File: config.mk
export PLATFORM = sky130hd
export DESIGN_NAME = control_rw_burst
export DESIGN_NICKNAME = d
export VERILOG_FILES = /design/src/rtl/ctrl_pkg.sv /design/src/rtl/ctrl_ptr_unit.sv /design/src/rtl/control_rw_burst.sv
export SDC_FILE = /design/constraint.sdc
export NUM_CORES = 1
export LEC_CHECK = 0
export CAP_MARGIN = 30
export CORE_AREA = 2 2 65 55
export DETAILED_ROUTE_END_ITERATION = 16
export DIE_AREA = 0 0 67 57
export GPL_TIMING_DRIVEN = 0
export PLACE_DENSITY = 0.8
export SLEW_MARGIN = 20
export SYNTH_ARGS = -nofsm -noshare
export SYNTH_HDL_FRONTEND = slang
export SYNTH_SLANG_ARGS = --single-unit
File: constraint.sdc
create_clock -name clk -period 5.15 [get_ports clk]
set_input_delay 1.545 -clock clk [delete_from_list [all_inputs] [get_ports clk]]
set_output_delay 1.545 -clock clk [all_outputs]
set_load 0.05 [all_outputs]
File: src/rtl/ctrl_pkg.sv
// -----------------------------------------------------------------------------
// ctrl_pkg
// Shared definitions for the burst read/write flow controller:
//   - state encoding of the controller FSM (3-bit)
//   - default values for the controller parameters
// -----------------------------------------------------------------------------
package ctrl_pkg;

  localparam int STATE_W = 3;

  typedef logic [STATE_W-1:0] state_t;

  localparam state_t IDLE     = 3'd0;
  localparam state_t WR       = 3'd1;
  localparam state_t RD_ACC   = 3'd2;
  localparam state_t RD_LOAD  = 3'd3;
  localparam state_t RD_WAIT  = 3'd4;
  localparam state_t DIR_LOAD = 3'd5;
  localparam state_t DIR_WAIT = 3'd6;

  localparam int ADDR_W_DEFAULT = 4;
  localparam int LEN_W_DEFAULT  = 3;
  localparam int TO_W_DEFAULT   = 8;

endpackage

File: src/rtl/ctrl_ptr_unit.sv
// -----------------------------------------------------------------------------
// ctrl_ptr_unit
// Circular result-memory bookkeeping: write pointer, read pointer and
// occupancy count, with full/empty decode.
//   clk, reset     : clock, asynchronous active-high reset
//   inc_wr         : one word written (advance wr_ptr, count + 1)
//   inc_rd         : one word consumed (advance rd_ptr, count - 1)
//   wr_ptr, rd_ptr : ADDR_W-bit pointers, wrap modulo 2^ADDR_W
//   count          : ADDR_W+1 bits, 0 .. 2^ADDR_W
//   full, empty    : count == 2^ADDR_W / count == 0
// The controller never raises both strobes in the same cycle.
// -----------------------------------------------------------------------------
module ctrl_ptr_unit
  import ctrl_pkg::*;
#(
  parameter int ADDR_W = ADDR_W_DEFAULT
) (
  input  logic              clk,
  input  logic              reset,
  input  logic              inc_wr,
  input  logic              inc_rd,
  output logic [ADDR_W-1:0] wr_ptr,
  output logic [ADDR_W-1:0] rd_ptr,
  output logic [ADDR_W:0]   count,
  output logic              full,
  output logic              empty
);

  localparam logic [ADDR_W:0] DEPTH = {1'b1, {ADDR_W{1'b0}}};

  // NOTE: sequential state uses non-blocking assignments so every flop
  // samples the pre-edge values, independent of statement order.
  always_ff @(posedge clk or posedge reset) begin
    if (reset) begin
      wr_ptr <= '0;
      rd_ptr <= '0;
      count  <= '0;
    end else if (inc_wr) begin
      wr_ptr <= wr_ptr + ADDR_W'(1);
      count  <= count + (ADDR_W+1)'(1);
    end else if (inc_rd) begin
      rd_ptr <= rd_ptr + ADDR_W'(1);
      count  <= count - (ADDR_W+1)'(1);
    end
  end

  assign full  = (count == DEPTH);
  assign empty = (count == '0);

endmodule

File: src/rtl/control_rw_burst.sv
// -----------------------------------------------------------------------------
// control_rw_burst
// Flow controller for the calculator result path.
//   mode 1: write the current result into a circular result memory, or read
//           back a burst of words, each serialised through the parallel-load
//           transmitter.
//   mode 0: transmit the current result directly.
// Ports:
//   clk, reset           : clock, asynchronous active-high reset
//   valid_cmd, rw, mode  : command strobe (sampled in IDLE), direction, mode
//   active               : calculator enable; low aborts any operation
//   burst_len [LEN_W]    : words to read, 0 = all stored words
//   tx_done              : transmitter idle flag (1 = idle)
//   ac_mem, rw_mem       : memory access enable / direction (1 = write)
//   mem_addr [ADDR_W]    : wr_ptr in WR, rd_ptr otherwise
//   p_load, tx_dat       : parallel load / start transmission
//   busy                 : high in every non-IDLE state
//   mem_full, mem_empty  : occupancy decode
//   cmd_err              : one-cycle pulse on a rejected or aborted command
// Build option:
//   CTRL_TIMEOUT_EN      : adds a TO_W-bit watchdog on the transmitter waits;
//                          when undefined the controller waits indefinitely
//                          and TO_W has no effect.
// -----------------------------------------------------------------------------
module control_rw_burst
  import ctrl_pkg::*;
#(
  parameter int ADDR_W = ADDR_W_DEFAULT,
  parameter int LEN_W  = LEN_W_DEFAULT,
  parameter int TO_W   = TO_W_DEFAULT
) (
  input  logic              clk,
  input  logic              reset,
  input  logic              valid_cmd,
  input  logic              rw,
  input  logic              active,
  input  logic              mode,
  input  logic [LEN_W-1:0]  burst_len,
  input  logic              tx_done,
  output logic              ac_mem,
  output logic              rw_mem,
  output logic [ADDR_W-1:0] mem_addr,
  output logic              p_load,
  output logic              tx_dat,
  output logic              busy,
  output logic              mem_full,
  output logic              mem_empty,
  output logic              cmd_err
);

  localparam int CNT_W = ADDR_W + 1;

  state_t             state, state_nxt;
  logic [ADDR_W-1:0]  wr_ptr, rd_ptr;
  logic [CNT_W-1:0]   count;
  logic [CNT_W-1:0]   remaining, remaining_nxt;
  logic [CNT_W-1:0]   req_len;
  logic               full, empty;
  logic               seen_busy, seen_busy_nxt;
  logic               err_nxt;
  logic               in_wait;
  logic               exp_mode;
  logic               abort;
  logic               wd_expired;

  ctrl_ptr_unit #(.ADDR_W(ADDR_W)) u_ptr (
    .clk    (clk),
    .reset  (reset),
    .inc_wr (state == WR),
    .inc_rd (state == RD_ACC),
    .wr_ptr (wr_ptr),
    .rd_ptr (rd_ptr),
    .count  (count),
    .full   (full),
    .empty  (empty)
  );

  assign in_wait  = (state == RD_WAIT) || (state == DIR_WAIT);
  // Each non-IDLE state belongs to one mode; a mode flip mid-operation aborts.
  assign exp_mode = !((state == DIR_LOAD) || (state == DIR_WAIT));
  assign abort    = (state != IDLE) && (!active || (mode != exp_mode));

  // Words to read: all stored words when burst_len is 0 or asks for more.
  always_comb begin
    if ((burst_len == '0) || (int'(burst_len) > int'(count)))
      req_len = count;
    else
      req_len = CNT_W'(burst_len);
  end

`ifdef CTRL_TIMEOUT_EN
  localparam logic [TO_W-1:0] WD_PRE_TERM = ~TO_W'(1);

  logic [TO_W-1:0] wd_cnt;

  // Cleared in the LOAD state that always precedes a wait, so it starts from
  // zero on every entry to RD_WAIT / DIR_WAIT.
  always_ff @(posedge clk or posedge reset) begin
    if (reset)
      wd_cnt <= '0;
    else if ((state == RD_LOAD) || (state == DIR_LOAD))
      wd_cnt <= '0;
    else if (in_wait)
      wd_cnt <= wd_cnt + TO_W'(1);
  end

  // Leave on the cycle whose increment reaches the terminal count.
  assign wd_expired = in_wait && (wd_cnt == WD_PRE_TERM);
`else
  assign wd_expired = 1'b0;
`endif

  // State register.
  always_ff @(posedge clk or posedge reset) begin
    if (reset) state <= IDLE;
    else       state <= state_nxt;
  end

  // Next-state logic, including the remaining/seen_busy/error updates.
  // NOTE: every signal gets a default before the case so no path leaves it
  // unassigned, which would otherwise infer a latch.
  always_comb begin
    state_nxt     = state;
    remaining_nxt = remaining;
    seen_busy_nxt = seen_busy;
    err_nxt       = 1'b0;
    case (state)
      IDLE: begin
        if (valid_cmd && active) begin
          if (mode) begin
            if (rw) begin
              if (full) err_nxt   = 1'b1;
              else      state_nxt = WR;
            end else if (empty) begin
              err_nxt = 1'b1;
            end else if (tx_done) begin
              state_nxt     = RD_ACC;
              remaining_nxt = req_len;
            end
          end else if (tx_done) begin
            state_nxt = DIR_LOAD;
          end
        end
      end
      WR: state_nxt = IDLE;
      RD_ACC: begin
        remaining_nxt = remaining - CNT_W'(1);
        state_nxt     = RD_LOAD;
      end
      RD_LOAD, DIR_LOAD: begin
        seen_busy_nxt = 1'b0;
        state_nxt     = (state == RD_LOAD) ? RD_WAIT : DIR_WAIT;
      end
      RD_WAIT, DIR_WAIT: begin
        if (!tx_done) seen_busy_nxt = 1'b1;
        // A tx_done that never dropped since the load is stale: keep waiting.
        if (seen_busy && tx_done) begin
          state_nxt = ((state == RD_WAIT) && (remaining != '0)) ? RD_ACC : IDLE;
        end else if (wd_expired) begin
          state_nxt     = IDLE;
          err_nxt       = 1'b1;
          remaining_nxt = '0;
        end
      end
      default: state_nxt = IDLE;
    endcase
    // Consumed words stay consumed: pointers are not touched here.
    if (abort) begin
      state_nxt     = IDLE;
      err_nxt       = 1'b1;
      remaining_nxt = '0;
    end
  end

  always_ff @(posedge clk or posedge reset) begin
    if (reset) begin
      remaining <= '0;
      seen_busy <= 1'b0;
      cmd_err   <= 1'b0;
    end else begin
      remaining <= remaining_nxt;
      seen_busy <= seen_busy_nxt;
      cmd_err   <= err_nxt;
    end
  end

  // Moore output decode.
  always_comb begin
    ac_mem   = 1'b0;
    rw_mem   = 1'b0;
    p_load   = 1'b0;
    tx_dat   = 1'b0;
    busy     = (state != IDLE);
    mem_addr = rd_ptr;
    case (state)
      WR: begin
        ac_mem   = 1'b1;
        rw_mem   = 1'b1;
        mem_addr = wr_ptr;
      end
      RD_ACC: ac_mem = 1'b1;
      RD_LOAD, DIR_LOAD: begin
        p_load = 1'b1;
        tx_dat = 1'b1;
      end
      default: ;
    endcase
  end

  assign mem_full  = full;
  assign mem_empty = empty;

endmodule

Yosys cells after proc, flatten, opt, wreduce, memory -nomap -nowiden --
Index checks and enable logic that the tools add are counted.
Word-level totals: register bits 23, output and inout bits 12, logic and storage cells 92
Cells by class: $add $sub $neg 5, $lt $le $gt $ge 1, equality and inequality tests 19, multiplexer cells 35, bitwise logic cells 1, reduce and logical (&&, ||, !) cells 24
Operators by type and width (number):
- 5-bit 2-to-1 mux | 9
- 3-bit 2-to-1 mux | 9
- 3-bit != test, second input constant | 6
- 3-bit one-hot mux with 4 select lines | 1
- 6-bit AND reduction | 2
- 1-bit 2-to-1 mux | 11
- 5-bit != test, second input constant | 2
- 5-bit one-hot mux with 2 select lines | 1
- 5-bit by 1-bit subtractor with 5-bit output, second input constant | 2
- 3-bit == test, second input constant | 3
- 4-bit by 1-bit adder with 4-bit output, second input constant | 2
- 4-bit != test, second input constant | 2
- 3-bit by 2-bit == test with 1-bit output, second input constant | 2
- 3-bit logical NOT | 2
- 3-bit nonzero test | 2
- 2-bit OR reduction | 3
- 5-bit by 1-bit adder with 5-bit output, second input constant | 1
- 5-bit == test, second input constant | 1
- 3-bit by 5-bit > comparator with 1-bit output | 1
- 5-bit logical NOT | 1
- 5-bit nonzero test | 1
- 1-bit logical AND | 4
- 2-bit 2-to-1 mux | 2
- 4-bit 2-to-1 mux | 1
- other kinds (9) | 14

Depth between registers and ports, before layout --
word-level depth 10, depth in mapped cells 9, mapped depth without buffers 8

Cells and area by module --
Synthesis repeated with hierarchy kept, for this count alone.
Second synthesis, totals: cell total of the unflattened synthesis 176, area total of the unflattened synthesis 1684.1 µm²
Modules (own cells, without submodules):
- control_rw_burst | instances 1, cells each 119, area an instance 1014.7 µm², sequential area each 250.2 µm²
- ctrl_ptr_unit | instances 1, cells each 57, area an instance 669.4 µm², sequential area each 325.3 µm²

Least setup slack after synthesis --
Ideal clock, no wire load.
path kind flip-flop to output port, start register state[0], end output mem_addr[0], arrival time 1724 ps, required time 3605 ps, path slack 1881 ps, cell stages (with the launch flop) 5, path buffers 1, cells stage by stage dfrtp_1 clkbuf_1 nand2_1 inv_2 mux2_2
Between the ends: longest elaborated chain between the ends 2
Ends and longest elaborated chain:
- from (decl) | line control_rw_burst.sv:53 | state_t state, state_nxt;
- from (signal assigned) | line control_rw_burst.sv:116 | else state <= state_nxt;
- 3-bit by 1-bit == test with 1-bit output | line control_rw_burst.sv:195 | case (state)
- 4-bit 2-to-1 mux | line control_rw_burst.sv:195
- to (decl) | line control_rw_burst.sv:42 | output logic [ADDR_W-1:0] mem_addr,
Every way passes these cells.

Worst setup path after layout --
start register state[0], end output ac_mem
Between the ends: longest elaborated chain between the ends 3
Ends and longest elaborated chain:
- 3-bit by 2-bit == test with 1-bit output / 3-bit by 1-bit == test with 1-bit output (equally long branches) | line control_rw_burst.sv:195
- 2-bit OR reduction (no source line) (*)
- 1-bit 2-to-1 mux (*) | line control_rw_burst.sv:195
- to (decl) | line control_rw_burst.sv:40 | output logic ac_mem,
Every way passes the cells marked *; elsewhere a longest branch is shown, timed or not.

==> metrics.md <==
| Metric | Value |
|---|---|
| DP HPWL | `2910 um` |
| Worst Hold Class | `reg2reg` |
| Resized cells post-CTS | `0` |
| Post-synth EDFFs | `0` |
| Adder-Cell Fraction of Synth Area | `8.75%` |
| Fin crit period | `4310 ps` |
| Multiplexer area fraction after synthesis | `4.91%` |
| Final period util | `83.6%` |
| Peak VDD IR | `0.347 mV` |
| Setup TNS | `0 ps` |
| Vias in the first global route | `1428` |
| Leading post-synthesis cells by cell area | `dfrtp_1, ha_1, xnor2_1` |
| Placement Setup Slack | `1160 ps` |
| First-pass GRT wire length | `6690 um` |
| Comb pwr share | `62.6%` |
| Total grt overflow | `0` |
| Largest net degree at the start of global routing | `24` |
| Slew @ Worst Pin | `539 ps` |
| Synthesis-to-layout area growth | `19.6%` |
| Nature of the critical path startpoint | `register` |
| Clock slew at reported path FFs | `80 ps` |
| Total GRT Usage | `22.9%` |
| Slew Limit Fails | `0` |
| Post-synthesis compound-gate area fraction | `16.3%` |
| Hold_buf cts | `0` |
| Fin. Hold Viols | `0` |
| Fmax | `232 MHz` |
| Starting DRT DRC Count | `119` |
| RSZ-0062 raised after global routing | `no` |
| CP max stage delay | `820 ps` |
| DRC Markers | `0` |
| P per Cell Area | `647 mW/mm2` |
| # diodes | `0` |
| Detail Route Antenna Nets | `0` |
| Clock share of power | `9.1%` |
| CTS buffer count | `3` |
| Sequential fraction of the synthesis area | `34.7%` |
| Post-Synth Simple-Gate Area | `22.0%` |
| WP data required | `3610 ps` |
| Netlist cell types | `53` |
| Vias per cell | `6.05` |
| Seq pwr share | `28.3%` |
| Clock Path Buffers | `2` |
| Fillers | `281` |
| Cell Rows | `19` |
| Crit-path slowest cell | `clkdlybuf4s50_1` |
| Critical path buffers and inverters | `4` |
| Status | `completed` |
| Net Sw Power | `621 uW` |
| Rel. slew slack | `63.9%` |
| Nets@finish | `223` |
| Critical path type | `reg2out` |
| Pint | `661 uW` |
| Critical Path AT | `2760 ps` |
| Final WL | `3850 um` |
| Commonest non-fill, non-tap cell in the layout | `dfrtp_1` |
| Drt wl/cell | `15.8 um` |
| Final WS setup | `844 ps` |
| CTS tree | `built` |
| Syn Std Cell Area | `0.00166 mm2` |
| Critical Path End Type | `primary output` |
| Final setup viols | `0` |
| IO Pins | `22` |
| Asr flop ratio synth | `100%` |
| Die area | `0.00382 mm2` |
| Ys Warns | `0` |
| Crit path max-delay family | `buffers and inverters` |
| Mapped Avg Cell Area | `9.42 um2` |
| Core Area | `0.00323 mm2` |
| I/O Buffers | `20` |
| Cell taking the most area after synthesis | `dfrtp_1` |
| Worst path most repeated cell | `inv_2` |
| Xor-xnor portion of the synthesized cell area | `7.92%` |
| Largest family of logic cells by synthesized area | `simple AND/OR/NAND/NOR gates` |
| Share of the synthesized area in the top cell type | `34.7%` |
| Switching Share | `48.5%` |
| Cell Chain, Critical Path | `clkbuf_1 > nand2_1 > inv_2 > nor2_1 > inv_2 > clkdlybuf4s50_1` |
| Clock Skews | `3.71 ps` |
| Final Power | `1280 uW` |
| Post-CTS Setup Inserts | `0` |
| # clock sinks | `23` |
| Routability cong. | `0.900` |
| Commonest non-fill, non-tap cells in the layout | `dfrtp_1, clkdlybuf4s50_1, nand2_1` |
| Die W | `67 um` |
| Layout cell share with drive strength beyond 1 | `13.9%` |
| Critical Path Fanout Max | `10` |
| Initial antenna violation count | `0` |
| Via count | `1470` |
| # H-tree levels | `1` |
| CTS root buf | `clkbuf_8` |
| Leak Pwr | `0.000851 uW` |
| Drt pass-1 iters | `4` |
| Clock latency on the worst-skew pair | `270 ps` |
| Mapped Cells | `176` |
| Max-Cap Viols | `0` |
| Initial core utilization | `51.3%` |
| Die H | `57 um` |
| #FFs+latches synth | `23` |
| Most common flop cell mapped by yosys | `dfrtp_1` |
| Syn nets | `197` |
synth_stat cells, drive strengths merged (2+ instances only):
library cell  number
o21ai              7
nand2b             2
buf                5
xnor2             11
nand3              5
xor2               4
ha                10
a21oi             10
nor2               9
dfrtp             23
mux2               6
and2               3
or3                2
nor4               2
clkbuf             3
nor3               2
nand4              4
nor2b              2
o22ai              4
nand3b             2
a21o               2
a31oi              4
o2bb2ai            3
nand2             17
inv               12
nor3b              3
power groups by stage:
| stage | clock network [uW] | registers, uW | logic, uW |
|---|---|---|---|
| 3_3_place_gp | 0 | 354 | 762 |
| 3_5_place_dp | 0 | 362 | 795 |
| 5_1_grt | 126 | 378 | 876 |
| 4_1_cts | 118 | 360 | 798 |
| 6_report | 117 | 363 | 803 |
| 2_1_floorplan | 0 | 343 | 607 |
layer usage:
metal | vias up | part of all wire [%] | global-route usage, %
met5 | - | 0 | 0
met3 | 12 | 4.4 | 4.34
li1 | 680 | - | -
met4 | 0 | 2.0 | 7.00
met1 | 734 | 44 | 31.6
met2 | 44 | 50 | 36.6
area by class of cell:
type | instances | area, um2 | area share, %
Timing Repair Buffer | 21 | 228 | 11.5
Tap cell | 42 | 52.6 | 2.65
Clock buffer | 4 | 45.0 | 2.27
Inverter | 12 | 45.0 | 2.27
Sequential cell | 23 | 576 | 29.0
Multi-Input combinational cell | 133 | 992 | 50.0
Buffer | 8 | 45.0 | 2.27
final timing paths:
| kind | slack [ps] | start | end | depth (start not counted) |
|---|---|---|---|---|
| hold / removal | 490 | u_ptr.wr_ptr[3] | u_ptr.wr_ptr[3] | 1 |
| setup / recovery | 840 | state[0] | ac_mem | 6 |
| hold reg to reg | 490 | u_ptr.wr_ptr[3] | u_ptr.wr_ptr[3] | 1 |
| max in group asynchronous | 3210 | reset | state[0] | 3 |
| min in group asynchronous | 1530 | reset | remaining[2] | 2 |
| setup reg to reg | 2670 | state[0] | u_ptr.count[4] | 8 |
metrics by stage:
| stage | std cells | hold WS, ps | utilization (%) | cell area, um2 |
|---|---|---|---|---|
| floorplan | 176 | 440 | - | 1660 |
| global placement | 238 | 456 | 59.1 | 1910 |
| detailed placement | 238 | 475 | 59.1 | 1910 |
| CTS | 242 | 490 | 60.5 | 1960 |
| global route | 243 | 500 | 61.3 | 1980 |
| finish | 243 | 487 | 61.3 | 1980 |
logic make-up after synthesis:
group                    count (synthesis)
multiplexers                             7
AO/OA/AOI/OAI                           39
buffers and inverters                   20
adder cells (fa/ha/maj)                 11
flip-flops                              23
XOR/XNOR                                15
AND/OR/NAND/NOR                         61
sequential cells by signal, indices dropped and copies added, names as in the netlist:
signal	flops
state	3
u_ptr.count	5
cmd_err	1
seen_busy	1
remaining	5
u_ptr.rd_ptr	4
u_ptr.wr_ptr	4
(Power assumes the default switching activity.)
